--- src/rtl/sram_arb_if.sv ---
// Request/response bundle for the two requesters of sram_arb_ctrl:
// P0 (instruction fetch) and P1 (load/store).
interface sram_arb_if #(
    parameter int ADDR_W   = 15,
    parameter int DATA_W   = 32,
    parameter int NUM_BYTE = 4
) ();
    logic                p0_req_valid;
    logic                p0_req_ready;
    logic                p0_req_we;
    logic [NUM_BYTE-1:0] p0_req_be;
    logic [ADDR_W-1:0]   p0_req_addr;
    logic [DATA_W-1:0]   p0_req_wdata;
    logic                p0_rsp_valid;
    logic [DATA_W-1:0]   p0_rsp_rdata;

    logic                p1_req_valid;
    logic                p1_req_ready;
    logic                p1_req_we;
    logic [NUM_BYTE-1:0] p1_req_be;
    logic [ADDR_W-1:0]   p1_req_addr;
    logic [DATA_W-1:0]   p1_req_wdata;
    logic                p1_rsp_valid;
    logic [DATA_W-1:0]   p1_rsp_rdata;

    modport master (
        output p0_req_valid, p0_req_we, p0_req_be, p0_req_addr, p0_req_wdata,
        input  p0_req_ready, p0_rsp_valid, p0_rsp_rdata,
        output p1_req_valid, p1_req_we, p1_req_be, p1_req_addr, p1_req_wdata,
        input  p1_req_ready, p1_rsp_valid, p1_rsp_rdata
    );

    modport slave (
        input  p0_req_valid, p0_req_we, p0_req_be, p0_req_addr, p0_req_wdata,
        output p0_req_ready, p0_rsp_valid, p0_rsp_rdata,
        input  p1_req_valid, p1_req_we, p1_req_be, p1_req_addr, p1_req_wdata,
        output p1_req_ready, p1_rsp_valid, p1_rsp_rdata
    );
endinterface

--- src/rtl/sram_arb_ctrl.sv ---
// Round-robin two-port arbiter and registered pin sequencer for the TS1DA32KX32 SRAM macro.
// Define SRAM_ARB_SCRUB_EN to zero-fill the array after every reset before serving requests.
module sram_arb_ctrl #(
    parameter int ADDR_W   = 15,
    parameter int DATA_W   = 32,
    parameter int NUM_BYTE = 4,
    parameter int DEPTH    = 32768
) (
    input  logic                clk,
    input  logic                rst_n,
    sram_arb_if.slave           bus,
    output logic [ADDR_W-1:0]   sram_a,
    output logic                sram_ceb,
    output logic                sram_oeb,
    output logic                sram_gweb,
    output logic                sram_bweb,
    output logic [NUM_BYTE-1:0] sram_bwb,
    output logic [DATA_W-1:0]   sram_din,
    input  logic [DATA_W-1:0]   sram_dout,
    output logic                init_done
);
    localparam logic [NUM_BYTE-1:0] BWB_NONE  = '1;
    localparam logic [ADDR_W-1:0]   LAST_ADDR = ADDR_W'(DEPTH - 1);

    // {ceb, gweb, bweb, bwb} for an accepted request
    function automatic logic [NUM_BYTE+2:0] pin_ctrl(input logic we, input logic [NUM_BYTE-1:0] be);
        if (!we)           return {3'b011, BWB_NONE};
        else if (be == '0) return {3'b111, BWB_NONE};
        else if (&be)      return {3'b001, BWB_NONE};
        else               return {3'b010, ~be};
    endfunction

    logic                run;
    logic                scrub_wr;
    logic [ADDR_W-1:0]   scrub_addr;
    logic                ptr_q;
    logic                gnt0, gnt1, acc;
    logic                sel_we;
    logic [NUM_BYTE-1:0] sel_be;
    logic [ADDR_W-1:0]   sel_addr;
    logic [DATA_W-1:0]   sel_wdata;
    logic                vld_p0, port_p0, rd_p0;
    logic                vld_p1, port_p1, rd_p1;

`ifdef SRAM_ARB_SCRUB_EN
    typedef enum logic {SCRUB, RUN} state_t;
    state_t            state_q, state_d;
    logic [ADDR_W-1:0] scrub_cnt_q;

    always_ff @(posedge clk or negedge rst_n) begin
        if (!rst_n) begin
            state_q     <= SCRUB;
            scrub_cnt_q <= '0;
        end else begin
            state_q <= state_d;
            if (state_q == SCRUB) scrub_cnt_q <= scrub_cnt_q + 1'b1;
        end
    end

    always_comb begin
        state_d  = state_q;
        scrub_wr = 1'b0;
        if (state_q == SCRUB) begin
            scrub_wr = 1'b1;
            if (scrub_cnt_q == LAST_ADDR) state_d = RUN;
        end
    end

    assign scrub_addr = scrub_cnt_q;
    assign run        = (state_q == RUN);
`else
    logic run_q;

    always_ff @(posedge clk or negedge rst_n) begin
        if (!rst_n) run_q <= 1'b0;
        else        run_q <= 1'b1;
    end

    assign scrub_wr   = 1'b0;
    assign scrub_addr = LAST_ADDR & '0;
    assign run        = run_q;
`endif

    assign init_done = run;

    // Grant depends only on the valids and the pointer, never on the payload
    always_comb begin
        gnt0             = bus.p0_req_valid & (~bus.p1_req_valid | ~ptr_q);
        gnt1             = bus.p1_req_valid & (~bus.p0_req_valid |  ptr_q);
        bus.p0_req_ready = run & gnt0;
        bus.p1_req_ready = run & gnt1;
        acc              = bus.p0_req_ready | bus.p1_req_ready;
        sel_we           = bus.p1_req_ready ? bus.p1_req_we    : bus.p0_req_we;
        sel_be           = bus.p1_req_ready ? bus.p1_req_be    : bus.p0_req_be;
        sel_addr         = bus.p1_req_ready ? bus.p1_req_addr  : bus.p0_req_addr;
        sel_wdata        = bus.p1_req_ready ? bus.p1_req_wdata : bus.p0_req_wdata;
    end

    always_ff @(posedge clk or negedge rst_n) begin
        if (!rst_n)   ptr_q <= 1'b0;
        else if (acc) ptr_q <= bus.p0_req_ready;
    end

    // Stage p0: macro pins and tag registered on acceptance
    always_ff @(posedge clk or negedge rst_n) begin
        if (!rst_n) begin
            sram_a   <= '0;
            sram_din <= '0;
            sram_oeb <= 1'b1;
            {sram_ceb, sram_gweb, sram_bweb, sram_bwb} <= {3'b111, BWB_NONE};
        end else begin
            sram_oeb <= 1'b0;
            if (scrub_wr) begin
                sram_a   <= scrub_addr;
                sram_din <= '0;
                {sram_ceb, sram_gweb, sram_bweb, sram_bwb} <= {3'b001, BWB_NONE};
            end else if (acc) begin
                sram_a   <= sel_addr;
                sram_din <= sel_wdata;
                {sram_ceb, sram_gweb, sram_bweb, sram_bwb} <= pin_ctrl(sel_we, sel_be);
            end else begin
                {sram_ceb, sram_gweb, sram_bweb, sram_bwb} <= {3'b111, BWB_NONE};
            end
        end
    end

    // Stage p1: tag follows the macro sampling edge; response captured from DOUT one edge later
    always_ff @(posedge clk or negedge rst_n) begin
        if (!rst_n) begin
            vld_p0           <= 1'b0;
            port_p0          <= 1'b0;
            rd_p0            <= 1'b0;
            vld_p1           <= 1'b0;
            port_p1          <= 1'b0;
            rd_p1            <= 1'b0;
            bus.p0_rsp_valid <= 1'b0;
            bus.p1_rsp_valid <= 1'b0;
            bus.p0_rsp_rdata <= '0;
            bus.p1_rsp_rdata <= '0;
        end else begin
            vld_p0           <= acc;
            port_p0          <= bus.p1_req_ready;
            rd_p0            <= ~sel_we;
            vld_p1           <= vld_p0;
            port_p1          <= port_p0;
            rd_p1            <= rd_p0;
            bus.p0_rsp_valid <= vld_p1 & ~port_p1;
            bus.p1_rsp_valid <= vld_p1 &  port_p1;
            if (vld_p1 & ~port_p1) bus.p0_rsp_rdata <= rd_p1 ? sram_dout : '0;
            if (vld_p1 &  port_p1) bus.p1_rsp_rdata <= rd_p1 ? sram_dout : '0;
        end
    end
endmodule

--- src/flat_wrapper.sv ---
// flat-port wrapper written by rule: the top's interface ports become plain ports
module sram_arb_ctrl_flat 
#(
    parameter int ADDR_W   = 15,
    parameter int DATA_W   = 32,
    parameter int NUM_BYTE = 4,
    parameter int DEPTH    = 32768
)
  (clk, rst_n, sram_a, sram_ceb, sram_oeb, sram_gweb, sram_bweb, sram_bwb, sram_din, sram_dout, init_done, bus_p0_req_valid, bus_p0_req_we, bus_p0_req_be, bus_p0_req_addr, bus_p0_req_wdata, bus_p0_req_ready, bus_p0_rsp_valid, bus_p0_rsp_rdata, bus_p1_req_valid, bus_p1_req_we, bus_p1_req_be, bus_p1_req_addr, bus_p1_req_wdata, bus_p1_req_ready, bus_p1_rsp_valid, bus_p1_rsp_rdata);
  sram_arb_if #(.ADDR_W(ADDR_W), .DATA_W(DATA_W), .NUM_BYTE(NUM_BYTE)) bus_i ();
  input  logic clk;
  input  logic rst_n;
  output logic [ADDR_W-1:0] sram_a;
  output logic sram_ceb;
  output logic sram_oeb;
  output logic sram_gweb;
  output logic sram_bweb;
  output logic [NUM_BYTE-1:0] sram_bwb;
  output logic [DATA_W-1:0] sram_din;
  input  logic [DATA_W-1:0] sram_dout;
  output logic init_done;
  input wire logic [$bits(bus_i.p0_req_valid)-1:0] bus_p0_req_valid;
  input wire logic [$bits(bus_i.p0_req_we)-1:0] bus_p0_req_we;
  input wire logic [$bits(bus_i.p0_req_be)-1:0] bus_p0_req_be;
  input wire logic [$bits(bus_i.p0_req_addr)-1:0] bus_p0_req_addr;
  input wire logic [$bits(bus_i.p0_req_wdata)-1:0] bus_p0_req_wdata;
  output wire logic [$bits(bus_i.p0_req_ready)-1:0] bus_p0_req_ready;
  output wire logic [$bits(bus_i.p0_rsp_valid)-1:0] bus_p0_rsp_valid;
  output wire logic [$bits(bus_i.p0_rsp_rdata)-1:0] bus_p0_rsp_rdata;
  input wire logic [$bits(bus_i.p1_req_valid)-1:0] bus_p1_req_valid;
  input wire logic [$bits(bus_i.p1_req_we)-1:0] bus_p1_req_we;
  input wire logic [$bits(bus_i.p1_req_be)-1:0] bus_p1_req_be;
  input wire logic [$bits(bus_i.p1_req_addr)-1:0] bus_p1_req_addr;
  input wire logic [$bits(bus_i.p1_req_wdata)-1:0] bus_p1_req_wdata;
  output wire logic [$bits(bus_i.p1_req_ready)-1:0] bus_p1_req_ready;
  output wire logic [$bits(bus_i.p1_rsp_valid)-1:0] bus_p1_rsp_valid;
  output wire logic [$bits(bus_i.p1_rsp_rdata)-1:0] bus_p1_rsp_rdata;
  assign bus_i.p0_req_valid = bus_p0_req_valid;
  assign bus_i.p0_req_we = bus_p0_req_we;
  assign bus_i.p0_req_be = bus_p0_req_be;
  assign bus_i.p0_req_addr = bus_p0_req_addr;
  assign bus_i.p0_req_wdata = bus_p0_req_wdata;
  assign bus_p0_req_ready = bus_i.p0_req_ready;
  assign bus_p0_rsp_valid = bus_i.p0_rsp_valid;
  assign bus_p0_rsp_rdata = bus_i.p0_rsp_rdata;
  assign bus_i.p1_req_valid = bus_p1_req_valid;
  assign bus_i.p1_req_we = bus_p1_req_we;
  assign bus_i.p1_req_be = bus_p1_req_be;
  assign bus_i.p1_req_addr = bus_p1_req_addr;
  assign bus_i.p1_req_wdata = bus_p1_req_wdata;
  assign bus_p1_req_ready = bus_i.p1_req_ready;
  assign bus_p1_rsp_valid = bus_i.p1_rsp_valid;
  assign bus_p1_rsp_rdata = bus_i.p1_rsp_rdata;
  sram_arb_ctrl #(.ADDR_W(ADDR_W), .DATA_W(DATA_W), .NUM_BYTE(NUM_BYTE), .DEPTH(DEPTH)) u_core (.clk(clk), .rst_n(rst_n), .bus(bus_i), .sram_a(sram_a), .sram_ceb(sram_ceb), .sram_oeb(sram_oeb), .sram_gweb(sram_gweb), .sram_bweb(sram_bweb), .sram_bwb(sram_bwb), .sram_din(sram_din), .sram_dout(sram_dout), .init_done(init_done));
endmodule
--- config.mk ---
export PLATFORM = sky130hd
export DESIGN_NAME = sram_arb_ctrl_flat
export DESIGN_NICKNAME = d
export VERILOG_FILES = /design/src/rtl/sram_arb_if.sv /design/src/rtl/sram_arb_ctrl.sv /design/src/flat_wrapper.sv
export SDC_FILE = /design/constraint.sdc
export NUM_CORES = 1
export LEC_CHECK = 0
export ABC_AREA = 1
export ABC_CLOCK_PERIOD_IN_PS = 1800
export CORE_ASPECT_RATIO = 0.9
export CORE_MARGIN = 1.5
export CORE_UTILIZATION = 40
export CTS_BUF_LIST = sky130_fd_sc_hd__clkbuf_16
export DETAILED_ROUTE_END_ITERATION = 12
export PLACE_DENSITY = 0.78
export SLEW_MARGIN = 40
export SYNTH_ARGS = -nofsm -noshare
export SYNTH_HDL_FRONTEND = slang
export SYNTH_SLANG_ARGS = --single-unit
--- constraint.sdc ---
create_clock -name clk -period 1.8 [get_ports clk]
set_input_delay 0.36 -clock clk [delete_from_list [all_inputs] [get_ports clk]]
set_output_delay 0.36 -clock clk [all_outputs]
set_load 0.05 [all_outputs]
==> results of run 1 <==
[power by group]
part / leakage (nW) / internal [mW] / switching, mW
clock network: 0.281 / 2.02 / 1.28
logic: 2.03 / 1.19 / 2.45
registers: 1.49 / 3.38 / 0.288
total: 3.79 / 6.59 / 4.02
[cell families (layout without fill, tap and decap cells)]
group                  count (synthesis)  count (layout)  share of synthesized area (%)
buffers and inverters                 58             339                          5.641
flip-flops                           129             129                          61.60
AND/OR/NAND/NOR                      225             225                          20.50
other                                  2               2                         0.1429
AO/OA/AOI/OAI                        114             114                          12.12
[cells in the mapped netlist, drive strengths merged]
library cell  instances
dfrtp               121
nor2                 85
nand2                82
nor3                 47
o22ai                47
o21ai                34
a21oi                33
buf                  25
inv                  21
clkbuf               12
nand3                 9
dfstp                 8
conb                  2
nand4                 2
[stage by stage]
step,util [%],instance area [sq um],setup TNS (ns)
3_5_place_dp,61.83,7875,-0.07155
2_1_floorplan,-,5265,0
3_3_place_gp,61.83,7875,-0.01766
4_1_cts,66.38,8454,0
5_1_grt,66.49,8468,0
6_report,66.49,8468,0
[worst max-delay path: stages]
cell,delay (ns)
clkdlybuf4s50_1,0.52
nand2_2,0.11
a21oi_4,0.15
buf_4,0.14
buf_12,0.12
[metal layers]
metal  GRT usage (%)  wire (microns)  vias up
li1                -               -     2312
met3           8.453            1535       31
met5               0               0        -
met2           38.05            7888      223
met1           26.40            6017     2309
met4           9.425             419        0
[layout by cell type (no fill, tap or decap), types with 2 or more instances in the layout]
| cell | n |
|---|---|
| a21oi_1 | 32 |
| nor3_1 | 18 |
| nor2_1 | 83 |
| clkinv_1 | 2 |
| conb_1 | 2 |
| o21ai_0 | 33 |
| inv_2 | 4 |
| nor3_2 | 29 |
| dfrtp_1 | 120 |
| buf_4 | 137 |
| clkinvlp_4 | 2 |
| clkbuf_16 | 17 |
| clkdlybuf4s50_1 | 138 |
| clkinv_4 | 3 |
| buf_12 | 10 |
| clkinv_2 | 2 |
| dfstp_2 | 8 |
| inv_1 | 18 |
| nand2_1 | 77 |
| o22ai_1 | 47 |
| bufinv_16 | 2 |
| nand3_1 | 9 |
| inv_6 | 2 |
| nand2_2 | 4 |
| nand4_1 | 2 |
[what timing repair did]
action	CTS	global route
endpoints found under the setup margin	0	2
gates resized for setup	0	3
hold endpoints to repair	7	0
buffers inserted	0	0
hold buffers	1	0
[worst paths after layout]
path	end	slack, ns	depth (start not counted)
worst max register to register	u_core.sram_a[7]	0.36	7
worst max-delay path	bus_p0_req_ready	0.03	5
worst min register to register	u_core.vld_p1	0.34	0
worst min-delay path	u_core.bus.p1_rsp_rdata[20]	0.33	2
max in group asynchronous	u_core.sram_bweb	0.84	3
min in group clk	u_core.vld_p1	0.34	0
[state kept, by name, summed over array words and instances, names as in the netlist, 4 cells and up]
signal	cells
u_core.sram_din	32
u_core.bus.p1_rsp_rdata	32
u_core.bus.p0_rsp_rdata	32
u_core.sram_bwb	4
u_core.sram_a	15
[layout make-up]
class | instances | area [sq um] | share of cell area, %
inverter | 21 | 81.33 | 0.9604
clock buffer | 17 | 425.4 | 5.024
multi-input combinational | 341 | 1753 | 20.70
sequential | 129 | 3239 | 38.25
tap | 164 | 205.2 | 2.423
timing repair buffer | 286 | 2620 | 30.94
clock inverter | 15 | 143.9 | 1.699
==> results, run 1 <==
- The run finished with clean final reports.
- The number of standard cells in the final layout excluding fillers is 973.
- The post-route antenna net violation count is 0.
- The sequential area share after synthesis is 61.60%.
- Summed over all cells, the static leakage comes to 3.793 nW.
- The startpoint of the lowest-slack register-to-register path is u_core.ptr_q.
- The total wirelength of the detailed-routed design is 15,860 microns.
- The number of global-route vias before repair was 4,774.
- The latest clock arrival within the worst-skew pair is 0.41 ns.
- The layout cell share with drive strength beyond 1 is 28.06%.
- The number of antenna violations at the first check in global routing came to 0.
- The final estimated routing congestion in global placement is 0.8257.
- The tree built by TritonCTS fans out to 129 sinks.
- Across the VDD grid, the largest voltage drop is 0.0006161 V.
- The number of buffers on the longest clock path is 2.
- In this run the standard cell core region covers 12,740 sq um.
- The layout has 999 filler cells.
- The synthesis-stage register bit count is 129.
- At the worst endpoint, the arrival time is 1.41 ns.
- The number of ports placed on the die boundary is 264.
- The synthesized area is 5256 sq um.
- The starting utilization of the core area is 41.27%.
- The distinct cell type count of the synthesized netlist is 24.
- Setup slack on the critical path of the routed design comes to 0.03355 ns.
- The detailed-route DRC error count is 0.
- Buffers inserted during clock tree synthesis total 17.
- The root cell of the clock tree is clkbuf_16.
- Of the available clock period, the critical path in the final layout requires 98.14%.
- The max-slew violation total from the final report is 0.
- Subtracting the final worst setup slack from the clock period gives 1.766 ns.
- Ranked by total cell area, the synthesized netlist is headed by dfrtp_1, nor2_1, nand2_1.
- The total power consumption of the routed design is 10.61 mW.
- The repair_antennas step left the layout with diodes totalling 0.
- The gate count of the mapped netlist is 528.
- The row count is 39.
- TritonCTS built the clock tree.
- Across the run, the number of max-cap violations was 0.
- The biggest area consumer among synthesized cells is dfrtp_1.
- Clock-pin slew was measured on the worst setup and hold paths at 0.06 ns.
- Relative to the synthesized area, the layout overhead comes to 61.10%.
- The first global-routing pass estimated 24,170 microns of wire.
- The number of setup violations in the final report is 0.
- The total half-perimeter wirelength after legalization and detailed placement is 11,540 microns.
- Hold is met by 0.3289 ns.
- The critical path in this run is classified as input port to output port.
- The number of failing hold endpoints at the final stage is 0.
- The path class of the tightest hold or removal check is input port to asynchronous set/reset pin.
- The maximum fanout along the worst path is 2.
- The sort of element at the start of the critical path is an input port.
- The total global-route track usage is 22.85%.
- The routed layout has 4,875 vias.
- The maximum clock rate is 566.1 MHz.
- STA classifies the critical path endpoint as an output port.
- Counting every net in the synthesized netlist gives 668.
- The critical path startpoint is bus_p0_req_valid.
- Setup repair after global routing left no endpoint under its margin.
- The routed wirelength normalized by instance count is 16.30 microns.
- The vertical die dimension is 111.8 microns.
- The power density normalized to cell area is 1253 nW/um^2.
- For the worst setup path, the data required time is 1.44 ns.
- For this run, the number of Yosys warnings is 0.
- The number of buffers inserted by port buffering is 263.
- Of the post-synthesis cell area, the dominant cell type holds 57.61%.
- The final global-route overflow total is 0.
- Dividing the synthesized area by the synthesized cell count gives 9.955 sq um.
- The maximum level of the CTS H-tree is 4.
- The average via count per standard cell is 5.010.
- The post-placement setup slack is -0.04010 ns.
- The length of the first detailed-routing pass in iterations is 5.
- The width of the chip is 123.8 microns.
- The number of placed instances with taps included is 940.
- The final-stage net count is 936.
- Entering global routing, the biggest net connects 68 pins.
- For this block, the initial DRC count from the detailed router was 280.
- The area of the die is 13,840 sq um.
- The clock arrives with 0.007581 ns of skew.
No activity file was read; power rests on OpenSTA's default activity.
==> run 2, diff against run 1 <==
--- a/config.mk
+++ b/config.mk
@@ -10,9 +10,8 @@
 export CORE_ASPECT_RATIO = 0.9
 export CORE_MARGIN = 1.5
 export CORE_UTILIZATION = 40
-export CTS_BUF_LIST = sky130_fd_sc_hd__clkbuf_16
 export DETAILED_ROUTE_END_ITERATION = 12
-export PLACE_DENSITY = 0.78
+export PLACE_DENSITY = 0.8
 export SLEW_MARGIN = 40
 export SYNTH_ARGS = -nofsm -noshare
 export SYNTH_HDL_FRONTEND = slang
==> run 2 against run 1 <==
Power shrank 1.1%. Maximum frequency grew 0.16%. Setup slack gained 0.0029 ns. Clock skew shrank 0.00055 ns. Cell area grew 0.31%. Die area is the same. Wire length shrank 1.0%. Count of clock-buffer cells in the layout grew 2. Global-route usage grew 0.089 points. Critical path type unchanged. Largest cell class unchanged. Largest power group unchanged.
==> results, run 2 (synthesis results as in run 1) <==
- The final global-route overflow total is 0 (unchanged).
- The power density normalized to cell area is 1235 nW/um^2 (-1.5%).
- The area of combinational cells with multiple inputs is 1742 sq um (-0.64%).
- The maximum clock rate is 567.0 MHz (+0.16%).
- The core box area is 12,740 sq um (unchanged).
- The sort of element at the start of the critical path is an input port.
- The library cell contributing the largest single delay on the critical path is clkdlybuf4s50_1.
- The total power consumption of the routed design came to 10.49 mW (-1.1%).
- The final-stage net count is 943 (+0.75%).
- The root cell of the clock tree is clkbuf_16.
- The static leakage power is 3.813 nW (+0.53%).
- The number of buffers on the longest clock path is 2 (unchanged).
- The count of antenna diodes in the layout is 0 (unchanged).
- The worst hold path belongs to the class register to register.
- The arrival time at the worst endpoint is 1.40 ns (about the same).
- The delay of the slowest cell on the worst path is 0.50 ns (-0.02 ns).
- The post-route antenna net violation count is 0 (unchanged).
- The via count of the routed design is 4,955 (+1.6%).
- The layout cell share with drive strength beyond 1 is 29.04% (+0.98 points).
- The maximum fanout along the worst path is 2 (unchanged).
- Leaving out fill and tap cells, the most frequent cell in the layout is buf_4.
- The peak supply drop is 0.0006562 V (+6.5%).
- The latest clock arrival within the worst-skew pair came to 0.42 ns (about the same).
- The width of the chip was 123.8 microns (unchanged).
- The post-placement setup slack was -0.08036 ns (-0.04026 ns).
- The total global-route track usage is 22.94% (+0.089 points).
- The row count is 39 (unchanged).
- TritonCTS built the clock tree.
- The area added between synthesis and finish is 61.60%.
- The starting utilization of the core area was 41.27% (unchanged).
- The final worst-path setup slack is 0.03642 ns (+0.002877 ns).
- The number of placed instances with taps included is 947 (+0.74%).
- The max-slew violation total from the final report is 0 (unchanged).
- The clock tree skew after final layout came to 0.007027 ns (-0.0005543 ns).
- The number of standard cells in the final layout excluding fillers is 980 (+0.72%).
- The share of the cycle needed by the critical path after routing is 97.98% (-0.16 points).
- The maximum level of the CTS H-tree is 4 (unchanged).
- The clock-pin slew reported for the worst setup and hold paths after clock tree synthesis is 0.06 ns (about the same).
- The number of buffers inserted by port buffering is 263 (unchanged).
- The total half-perimeter wirelength after legalization and detailed placement is 11,510 microns (-0.26%).
- The run finished with clean final reports.
- The largest net degree at the start of global routing came to 66 (-2.9%).
- Setup repair after global routing left no endpoint under its margin.
- The final period demand of the worst path is 1.764 ns (-0.002877 ns).
- The required time at the worst-slack endpoint is 1.44 ns (about the same).
- The critical path goes through clkdlybuf4s50_1 -> nand2_1 -> a21oi_4 -> buf_4 -> buf_12.
- The largest registers in the layout are u_core.bus.p0_rsp_rdata x32, u_core.bus.p1_rsp_rdata x32, u_core.sram_din x32.
- The routed wirelength normalized by instance count is 16.01 microns (-1.8%).
- The category of the critical setup timing path is input port to output port.
- The worst-case hold slack is 0.3516 ns (+0.02270 ns).
- The final-layout setup total negative slack is 0 ns (unchanged).
- The number of failing hold endpoints at the final stage is 0 (unchanged).
- The number of setup violations in the final report is 0 (unchanged).
- The number of antenna violations at the first check in global routing is 0 (unchanged).
- The clock buffer count from CTS came to 17 (unchanged).
- The average via count per standard cell is 5.056 (+0.92%).
- The detailed-route DRC error count is 0 (unchanged).
- The area of the die is 13,840 sq um (unchanged).
- The number of global-route vias before repair is 4,997 (+4.7%).
- The filler cell count was 961 (-3.8%).
- Leaving out fill and tap cells, the most frequent cells in the layout are buf_4, clkdlybuf4s50_1, dfrtp_1.
- The initial detailed-routing violation count is 275 (-1.8%).
- The length of the first detailed-routing pass in iterations is 4 (-1).
- The number of clock sinks came to 129 (unchanged).
- The footprint of the flip-flops and latches was 3239 sq um (unchanged).
- The global-route wire length before repair is 24,410 microns (+0.97%).
- The final estimated routing congestion in global placement is 0.8207 (-0.61%).
- The number of ports placed on the die boundary is 264 (unchanged).
- STA classifies the critical path endpoint as an output port.
- The count of maximum capacitance violations is 0 (unchanged).
- The vertical die dimension came to 111.8 microns (unchanged).
- The post-CTS setup repair buffer count is 0 (unchanged).
- The total wirelength of the detailed-routed design was 15,690 microns (-1.0%).
[run 2: cell types whose count changed in the layout (fill, tap and decap cells not counted), moves of 2 or more]
cell	change
bufinv_16	-2
clkinv_1	-2
clkbuf_8	+2
buf_4	+7
inv_6	+2
inv_1	-2
[run 2: path summary, 6_finish.rpt]
| check | start | to | slack (ns) | cells after the start |
|---|---|---|---|---|
| min in group asynchronous | rst_n | u_core.bus.p0_rsp_rdata[27] | 0.37 | 2 |
| setup reg to reg | u_core.init_done | u_core.sram_din[20] | 0.38 | 6 |
| hold / removal | u_core.rd_p0 | u_core.rd_p1 | 0.35 | 0 |
| hold reg to reg | u_core.rd_p0 | u_core.rd_p1 | 0.35 | 0 |
| setup / recovery | bus_p0_req_valid | bus_p0_req_ready | 0.04 | 5 |
| max in group asynchronous | rst_n | u_core.sram_oeb | 0.81 | 3 |
[run 2: worst max-delay path, delay by kind of cell]
kind / cells / cell delay (ns)
and+or+nand+nor: 1 / 0.11
AOI/OAI and AO/OA: 1 / 0.15
buffers and inverters: 3 / 0.78
[run 2: layout make-up]
type,count,area share (%)
tap,164,2.416
clock inverter,13,1.193
inverter,21,0.9574
timing repair buffer,293,31.46
clock buffer,19,5.332
sequential,129,38.14
multi-input combinational,341,20.50
[run 2: through the flow]
stage	cell area, sq um	util [%]
after floorplan	5265	-
after global placement	7928	62.25
after detailed placement	7928	62.25
after CTS	8492	66.68
after global routing	8494	66.70
final	8494	66.70
[run 2: per-layer routing]
layer,wire length (microns),global-route usage (%),up-vias
met5,0,0,-
met4,445,10.19,0
met3,1517,7.633,32
met2,7744,38.97,237
met1,5986,26.05,2354
li1,-,-,2332
[run 2: timing repair]
action / in CTS / in global routing
resized for setup: 0 / 1
hold buffers: 1 / 0
hold endpoints to repair: 18 / 0
endpoints found under the setup margin: 0 / 1
[run 2: power breakdown]
part           internal, mW  switching [mW]  total, mW
Combinational          1.20            2.46       3.66
Sequential             3.38           0.287       3.66
Clock                  1.85            1.31       3.16
Total                  6.43            4.06       10.5
==> run 3, diff against run 2 <==
--- a/config.mk
+++ b/config.mk
@@ -11,7 +11,7 @@
 export CORE_MARGIN = 1.5
 export CORE_UTILIZATION = 40
 export DETAILED_ROUTE_END_ITERATION = 12
-export PLACE_DENSITY = 0.8
+export PLACE_DENSITY = 0.82
 export SLEW_MARGIN = 40
 export SYNTH_ARGS = -nofsm -noshare
 export SYNTH_HDL_FRONTEND = slang
==> run 3 against run 2 <==
Maximum frequency fell by 1.7%. Global-route usage rose by 0.46 points. Hold slack got worse by 0.0031 ns. Cell area fell by 0.12%. Core utilization fell by 0.079 points. Clock power rose by 8.2%. First-iteration DRC count rose by 2.5%.
==> results, run 3 (synthesis results as in run 1) <==
- The run finished with clean final reports.
- The post-route antenna net violation count is 0 (unchanged).
- The total global-route track usage is 23.40% (+0.46 points).
- The starting utilization of the core area is 41.27% (unchanged).
- The clock-pin slew reported for the worst setup and hold paths after clock tree synthesis is 0.05 ns (about the same).
- The largest delay contributor family on the critical path is buffers and inverters.
- The number of placed instances with taps included came to 937 (-1.1%).
- The row count is 39 (unchanged).
- The final-stage net count is 933 (-1.1%).
- The final estimated routing congestion in global placement is 0.8502 (+3.6%).
- STA classifies the critical path endpoint as an output port.
- The core box area is 12,740 sq um (unchanged).
- The number of standard cells in the final layout excluding fillers was 970 (-1.0%).
- The peak supply drop was 0.0007339 V (+12%).
- The vertical die dimension came to 111.8 microns (unchanged).
- The number of setup violations in the final report is 0 (unchanged).
- The worst hold path belongs to the class register to register.
- The width of the chip is 123.8 microns (unchanged).
- The share of power burned in the clock network came to 31.8% (+1.6 points).
- The average via count per standard cell is 5.148 (+1.8%).
- The share of the cycle needed by the critical path after routing is 99.66% (+1.7 points).
- The number of ports placed on the die boundary came to 264 (unchanged).
- The power density normalized to cell area is 1267 nW/um^2 (+2.6%).
- The area growth from synthesis to layout is 61.41%.
- In this run the critical register-to-register path is launched from u_core.init_done.
- The slowest stage of the critical path is the clkdlybuf4s50_1 cell.
- The static leakage power is 3.788 nW (-0.65%).
- The global-route wire length before repair was 24,860 microns (+1.9%).
- The worst-case hold slack is 0.3485 ns (-0.003058 ns).
- The category of the critical setup timing path is input port to output port.
- The length of the first detailed-routing pass in iterations is 5 (+1).
- The buffering stage count on the worst path with inverters included came to 3 (unchanged).
- The required time at the worst-slack endpoint was 1.44 ns (about the same).
- The critical path startpoint is bus_p0_req_valid.
- The clock buffer count from CTS is 17 (unchanged).
- The maximum clock rate was 557.4 MHz (-1.7%).
- The via count of the routed design is 4,994 (+0.79%).
- The maximum fanout along the worst path was 2 (unchanged).
- The commonest non-fill, non-tap cell in the layout is clkdlybuf4s50_1.
- The signal on the critical path passes through clkdlybuf4s50_1 -> nand2_2 -> a21oi_4 -> buf_4 -> buf_12.
- The final-layout setup total negative slack was 0 ns (unchanged).
- The detailed-route DRC error count was 0 (unchanged).
- The CTS tree is built.
- The number of buffers inserted by port buffering is 263 (unchanged).
- The largest net degree at the start of global routing is 66 (unchanged).
- The largest registers in the layout are u_core.bus.p0_rsp_rdata x32, u_core.bus.p1_rsp_rdata x32, u_core.sram_din x32.
- The max-slew violation total from the final report is 0 (unchanged).
- The arrival time at the worst endpoint is 1.43 ns (+0.03 ns).
- The final global-route overflow total was 0 (unchanged).
- The library cells used most frequently in the layout, excluding fill and tap cells, are clkdlybuf4s50_1, buf_4, dfrtp_1.
- The switching power came to 4.089 mW (+0.72%).
- The root cell of the clock tree is clkbuf_16.
- The standard cell area after detailed placement is 7865 sq um (-0.79%).
- The total power consumption of the routed design is 10.75 mW (+2.5%).
- The share of power burned in registers is 34.1% (-0.8 points).
- The filler cell count is 960 (-0.10%).
- The post-CTS setup repair buffer count is 0 (unchanged).
- The layout cell share with drive strength beyond 1 came to 28.29% (-0.76 points).
- The switching power as a share of total power is 38.03% (-0.67 points).
- The initial detailed-routing violation count is 282 (+2.5%).
- The launch instance of the worst min-delay path is u_core.port_p0.
- The number of antenna violations at the first check in global routing came to 0 (unchanged).
- The area of the die is 13,840 sq um (unchanged).
- The number of buffers on the longest clock path is 2 (unchanged).
- The total wirelength of the detailed-routed design came to 16,040 microns (+2.2%).
- The final period demand of the worst path is 1.794 ns (+0.03033 ns).
- The part of the power in combinational logic was 34.1% (-0.8 points).
- The number of global-route vias before repair is 5,032 (+0.70%).
- The count of maximum capacitance violations was 0 (unchanged).
- The clock tree skew after final layout is 0.006266 ns (-0.0007603 ns).
- The delay of the slowest cell on the worst path came to 0.55 ns (+0.05 ns).
- The latest clock arrival within the worst-skew pair is 0.41 ns (about the same).
- The routed wirelength normalized by instance count came to 16.53 microns (+3.2%).
- The post-layout instance area is 8484 sq um (-0.12%).
- The maximum level of the CTS H-tree is 4 (unchanged).
- The design internal power is 6.662 mW (+3.6%).
- The total half-perimeter wirelength after legalization and detailed placement came to 11,550 microns (+0.29%).
- The number of clock sinks came to 129 (unchanged).
- The sort of element at the start of the critical path is an input port.
- The count of antenna diodes in the layout came to 0 (unchanged).
- The number of failing hold endpoints at the final stage is 0 (unchanged).
==> run 3: final cells by class <==
cell class                 count  area [sq um]  share of cell area, %
clock buffer                  18         439.2                  5.176
clock inverter                14         156.4                  1.843
inverter                      21         81.33                 0.9586
multi-input combinational    341          1753                  20.66
sequential                   129          3239                  38.18
tap                          164         205.2                  2.419
timing repair buffer         283          2610                  30.76
==> run 3: path summary, 6_finish.rpt <==
check | endpoint | cells after the start | slack, ns
setup / recovery | bus_p0_req_ready | 5 | 0.006
hold / removal | u_core.port_p1 | 0 | 0.35
setup reg to reg | u_core.sram_bwb[2] | 8 | 0.41
hold reg to reg | u_core.port_p1 | 0 | 0.35
max in group asynchronous | u_core.sram_gweb | 3 | 0.75
min in group asynchronous | u_core.bus.p0_rsp_rdata[8] | 2 | 0.42
==> run 3: metrics by stage <==
stage,util [%],setup slack (ns)
2_1_floorplan,-,0.1153
5_1_grt,66.62,-0.007429
4_1_cts,66.51,0.002226
3_5_place_dp,61.75,-0.02903
3_3_place_gp,61.75,0.04168
6_report,66.62,0.006092
==> run 3: repair_timing <==
item	in CTS	in global routing
gates resized for setup	0	3
hold buffers	1	0
endpoints found under the hold margin	25	0
setup endpoints to repair	0	2
==> run 3: power groups by stage <==
stage | logic, mW | registers (mW) | clock network [mW]
floorplan | 0.652 | 5.27 | 0
global placement | 3.60 | 3.69 | 0
detailed placement | 3.66 | 3.71 | 0
CTS | 3.68 | 3.66 | 3.48
global route | 3.85 | 3.71 | 3.61
finish | 3.66 | 3.66 | 3.42
==> run 3: layer usage <==
layer	track usage [%]	part of all wire, %	vias to the layer above	wire length (microns)
met5	0	0	-	0
met4	11.03	3.4	0	542
met3	8.248	11	40	1723
met2	38.67	49	259	7818
met1	26.96	37	2392	5953
li1	-	-	2303	-
